## src/rtl/game_pkg.sv

```systemverilog
// Shared types and helpers for the stacker-game row logic.
package game_pkg;

  typedef enum logic [1:0] {
    IDLE   = 2'd0,
    MOVING = 2'd1,
    LOCKED = 2'd2
  } state_t;

  localparam logic DIR_RIGHT = 1'b0;
  localparam logic DIR_LEFT  = 1'b1;

  localparam int unsigned MASK_MAX = 64;

  // Left-aligned run of n ones inside a width-bit field (bits width-1..width-n).
  function automatic logic [MASK_MAX-1:0] left_mask(input int unsigned width,
                                                    input int unsigned n);
    logic [MASK_MAX-1:0] m;
    m = '0;
    for (int unsigned i = 0; i < MASK_MAX; i++) begin
      if ((i < width) && ((i + n) >= width)) m[i] = 1'b1;
      else                                  m[i] = 1'b0;
    end
    return m;
  endfunction

endpackage

```

## src/rtl/edge_detect_rise.sv

```systemverilog
// Registered rising-edge detector: rise is high while din is high and was low last cycle.
module edge_detect_rise (
  input  logic clk,
  input  logic rst,
  input  logic din,
  output logic rise
);

  logic prev;

  // Remember last cycle's level of din.
  always_ff @(posedge clk) begin
    if (rst) prev <= 1'b0;
    else     prev <= din;
  end

  assign rise = din & ~prev;

endmodule

```

## src/rtl/block_shift_engine.sv

```systemverilog
// Stacker-game block shifter: moves a run of lit cells along a row and freezes it on a stop press.
// Optional macro BLOCK_SHIFT_BOUNCE_EN switches from wrap-around rotation to ping-pong motion.
module block_shift_engine
  import game_pkg::*;
#(
  parameter int WIDTH = 8,
  parameter int LEN_W = 4
) (
  input  logic             clk,
  input  logic             rst,
  input  logic             start,
  input  logic [LEN_W-1:0] len_in,
  input  logic             step_pulse,
  input  logic             stop_btn,
  output logic [WIDTH-1:0] block_loc,
  output logic             moving,
  output logic             locked,
  output logic [WIDTH-1:0] locked_loc
);

  localparam int unsigned WIDTH_U = WIDTH;

  state_t              state, state_nxt;
  logic [WIDTH-1:0]    loc_nxt, locked_loc_nxt, shifted, start_mask;
  logic [MASK_MAX-1:0] full_mask;
  logic                locked_nxt, stop_edge;
  int unsigned         len_req, len_eff;
`ifdef BLOCK_SHIFT_BOUNCE_EN
  logic                dir, dir_nxt, dir_step;
`endif

  edge_detect_rise u_stop_edge (
    .clk  (clk),
    .rst  (rst),
    .din  (stop_btn),
    .rise (stop_edge)
  );

  // Clamp the requested run length to 1..WIDTH and build the start pattern.
  always_comb begin
    len_req = 32'(len_in);
    if (len_req == 32'd0)       len_eff = 32'd1;
    else if (len_req > WIDTH_U) len_eff = WIDTH_U;
    else                        len_eff = len_req;
    full_mask  = left_mask(WIDTH_U, len_eff);
    start_mask = full_mask[WIDTH-1:0];
  end

`ifdef BLOCK_SHIFT_BOUNCE_EN
  // Ping-pong step: reverse at either edge in the same step, full row never moves.
  always_comb begin
    dir_step = dir;
    shifted  = block_loc;
    if (&block_loc) begin
      dir_step = dir;
      shifted  = block_loc;
    end else if (dir == DIR_RIGHT) begin
      if (block_loc[0]) begin
        dir_step = DIR_LEFT;
        shifted  = {block_loc[WIDTH-2:0], 1'b0};
      end else begin
        shifted  = {1'b0, block_loc[WIDTH-1:1]};
      end
    end else begin
      if (block_loc[WIDTH-1]) begin
        dir_step = DIR_RIGHT;
        shifted  = {1'b0, block_loc[WIDTH-1:1]};
      end else begin
        shifted  = {block_loc[WIDTH-2:0], 1'b0};
      end
    end
  end
`else
  // Wrap step: rotate right, an all-ones run is naturally unchanged.
  always_comb begin
    shifted = {block_loc[0], block_loc[WIDTH-1:1]};
  end
`endif

  // Next-state and next-output decode; start outranks stop, which outranks step.
  always_comb begin
    state_nxt      = state;
    loc_nxt        = block_loc;
    locked_loc_nxt = locked_loc;
    locked_nxt     = 1'b0;
`ifdef BLOCK_SHIFT_BOUNCE_EN
    dir_nxt        = dir;
`endif
    if (start) begin
      state_nxt      = MOVING;
      loc_nxt        = start_mask;
      locked_loc_nxt = '0;
`ifdef BLOCK_SHIFT_BOUNCE_EN
      dir_nxt        = DIR_RIGHT;
`endif
    end else begin
      case (state)
        IDLE: begin
          loc_nxt = '0;
        end
        MOVING: begin
          if (stop_edge) begin
            state_nxt      = LOCKED;
            locked_loc_nxt = block_loc;
            locked_nxt     = 1'b1;
          end else if (step_pulse) begin
            loc_nxt = shifted;
`ifdef BLOCK_SHIFT_BOUNCE_EN
            dir_nxt = dir_step;
`endif
          end else begin
            loc_nxt = block_loc;
          end
        end
        LOCKED: begin
          loc_nxt = block_loc;
        end
        default: begin
          state_nxt = IDLE;
          loc_nxt   = '0;
        end
      endcase
    end
  end

  // State and registered outputs.
  always_ff @(posedge clk) begin
    if (rst) begin
      state      <= IDLE;
      block_loc  <= '0;
      moving     <= 1'b0;
      locked     <= 1'b0;
      locked_loc <= '0;
`ifdef BLOCK_SHIFT_BOUNCE_EN
      dir        <= DIR_RIGHT;
`endif
    end else begin
      state      <= state_nxt;
      block_loc  <= loc_nxt;
      moving     <= (state_nxt == MOVING);
      locked     <= locked_nxt;
      locked_loc <= locked_loc_nxt;
`ifdef BLOCK_SHIFT_BOUNCE_EN
      dir        <= dir_nxt;
`endif
    end
  end

endmodule

```

## config.mk

```make
export PLATFORM = sky130hd
export DESIGN_NAME = block_shift_engine
export DESIGN_NICKNAME = d
export VERILOG_FILES = /design/src/rtl/game_pkg.sv /design/src/rtl/edge_detect_rise.sv /design/src/rtl/block_shift_engine.sv
export SDC_FILE = /design/constraint.sdc
export NUM_CORES = 1
export LEC_CHECK = 0
export BUFFER_PORTS_ARGS = -buffer_cell sky130_fd_sc_hd__buf_2
export CORE_ASPECT_RATIO = 0.8
export CORE_MARGIN = 5
export CORE_UTILIZATION = 49
export DETAILED_ROUTE_END_ITERATION = 10
export PLACE_DENSITY = 0.74
export RECOVER_POWER = 100
export SYNTH_ARGS = -nofsm -noshare
export SYNTH_HDL_FRONTEND = slang
export SYNTH_HIERARCHICAL = 1
export SYNTH_SLANG_ARGS = --single-unit
```

## constraint.sdc

```tcl
create_clock -name clk -period 1.29 [get_ports clk]
set_input_delay 0.1935 -clock clk [delete_from_list [all_inputs] [get_ports clk]]
set_output_delay 0.1935 -clock clk [all_outputs]
set_load 0.02 [all_outputs]
```

==> results_dict.tcl <==
set metrics [dict create \
    r2r-start "state[1]" \
    fin_total_pwr_w 0.00126 \
    clock_latency_ps 320 \
    yosys-top-cells-area "dfxtp_1 (46%), a21oi_1 (7.7%), a221oi_1 (4.8%), nor2_1 (4.5%), nand3_1 (4.4%)" \
    drt_iter0_markers 19 \
    report.final.setup_viol 0 \
    maxCapViolCount 0 \
    synthDistinctLibCells 28 \
    arrival_ps 1480 \
    syn_inst 101 \
    dieArea_um2 2820 \
    n_antenna_cell 0 \
    layout_commonest_cell "dfxtp_1" \
    status "completed" \
    hold_class "in -> reg" \
    cts-buffers-inserted 3 \
    clock.fmax_mhz 797 \
    avgSynthCellArea_um2 9.01 \
    start_util 0.499 \
    worst_slew_pin_slew_ps 340 \
    dp_slack_ps -34.9 \
    area_growth_pct 25.3 \
    core_area_um2 1820 \
    final_nets 143 \
    wl_per_cell_um 14.1 \
    drc 0 \
    vias 852 \
    grt_remaining_overflow 0 \
    power_frac_comb 0.182 \
    timing.clock.skew_ps 5.65 \
    worstSetupEndpointType "register" \
    gp_congestion 0.819 \
    n_fill_cell 167 \
    rr_endpoint "block_loc[5]" \
    synth_nets 110 \
    mappedNetlistArea_um2 910 \
    endpoint "block_loc[5]" \
    post-route-cell-area_um2 1140 \
    ys_warn_count 6 \
    r2r_slack_ps 30 \
    cp.required_ps 1510 \
    synth.yosys.seq_area_share 0.462 \
    cts_root_buf "clkbuf_4" \
    synth_top_area_share 0.462 \
    cts_tree "done" \
    vdd_ir_drop_max_v 0.000728 \
    timing.final.ws_setup_ps 34.6 \
    r2r_cells 4 \
    die_width_um 58.2 \
    pwr-share-seq 0.556 \
    pwr-share-clk 0.261 \
    worst_hold_path.num_cells 2 \
    fin_crit_sh 0.973 \
    grt_max_degree 14 \
    grt_pass1_vias 827 \
    critPathLaunchType "register" \
    drv_slew 0 \
    dpl_cell_area_um2 1070 \
    crit_type "reg -> reg" \
    dpl.hpwl_um 1590 \
    cts_sinks 21 \
    die_y_um 48.5 \
    most-common-layout-cells "dfxtp_1 (19), clkbuf_1 (18), a21oi_1 (14)" \
    drt-pass1-iter-count 4 \
    layout-drive-gt1-share 0.263 \
    crit_start "state[1]" \
    p_leak_nw 0.424 \
    ant_nets 0 \
    clk_path_buf_depth 2 \
    relSlewSlack 0.773 \
    grt_usage 0.168 \
    clk_pin_slew_ps 120 \
    critPathMaxFanout 5 \
    power.density_nw_per_um2 1110 \
    intPower_w 0.000885 \
    port_buffers 26 \
    grt_pass1_wl_um 3720 \
    avgViaCountPerCell 5.43 \
    power_switching_w 0.000378 \
    antenna_found_initial 0 \
    ios 27 \
    post-route-min-period_ps 1260 \
    yosysTopAreaCell "dfxtp_1" \
    p_sw_frac 0.299 \
    drt_wl_total_um 2210 \
    synth-seq-cells 21 \
    num_rows 14 \
    htreeDepth 1 \
    finalHoldViolations 0 \
]
cell usage after synthesis (all sizes together):
cell type  count
nand3b         1
a22oi          3
a31o           1
a21boi         1
nand2b         3
nor3b          1
nor2          11
mux2           1
a21oi         14
nand2         11
or2            1
buf            2
a211o          1
dfxtp         21
and2           1
nor3           1
o21ai          3
nor2b          4
nand3          8
a221oi         5
a31oi          1
o31a           1
a21o           1
clkbuf         4
metrics by stage:
step / util / cells / hold WS [ps] / setup TNS [ps]
2_1_floorplan: - / 101 / 258 / 0
3_3_place_gp: 0.590 / 149 / 430 / 0
3_5_place_dp: 0.590 / 149 / 437 / -34.9
4_1_cts: 0.611 / 154 / 107 / 0
5_1_grt: 0.626 / 157 / 99.6 / -20.1
6_report: 0.626 / 157 / 111 / 0
what timing repair did:
item                       in CTS  in global routing
setup endpoints to repair       3                  5
resized for setup               1                  7
hold buffers                    0                  0
pin swaps                       1                  1
buffers inserted                0                  3
cloned                          1                  0
power by group through the flow:
stage,Sequential (W),Clock [W],Combinational [W]
6_report,0.000702,0.000330,0.000230
5_1_grt,0.000707,0.000359,0.000252
4_1_cts,0.000702,0.000334,0.000213
3_5_place_dp,0.000717,0,0.000208
3_3_place_gp,0.000716,0,0.000205
2_1_floorplan,0.000739,0,0.000112
layer usage:
metal	track usage	wire (um)
met5	0	0
met4	0.0618	8
met3	0.0585	125
met2	0.295	1100
met1	0.184	971
how the worst min path moves through the flow:
stage | start | end | slack (ps)
after floorplan | rst | u_stop_edge/prev | 260
after global placement | stop_btn | u_stop_edge/prev | 430
after detailed placement | stop_btn | u_stop_edge/prev | 440
after CTS | stop_btn | u_stop_edge/prev | 110
after global routing | stop_btn | u_stop_edge/prev | 100
final | stop_btn | u_stop_edge/prev | 110
flip-flops by register name, indices dropped and copies added (netlist names):
register,cells
u_stop_edge/prev,1
locked,1
locked_loc,8
moving,1
state,2
block_loc,8
worst max-delay path, stage by stage, from the launching register on:
cell and delay (ps):
dfxtp_2 360, nand2b_4 170, o21ai_4 230, nand2b_4 110, a221oi_1 290
cells by family (layout without fill, tap and decap cells):
family,Yosys count,in the layout,synth area share
flops,21,21,0.462
compound gates,31,32,0.231
mux,1,1,0.0124
buf+inv,6,37,0.0275
simple gates,42,42,0.267
final cells by class:
type,count,area [um2],area share
well taps,24,30.0,0.0263
multi-input cells,75,499,0.438
repair buffers,33,158,0.138
clock inverters,1,5.00,0.00439
flip-flops and latches,21,425,0.373
clock buffers,3,22.5,0.0198
No activity file was read; power rests on OpenSTA's default activity.
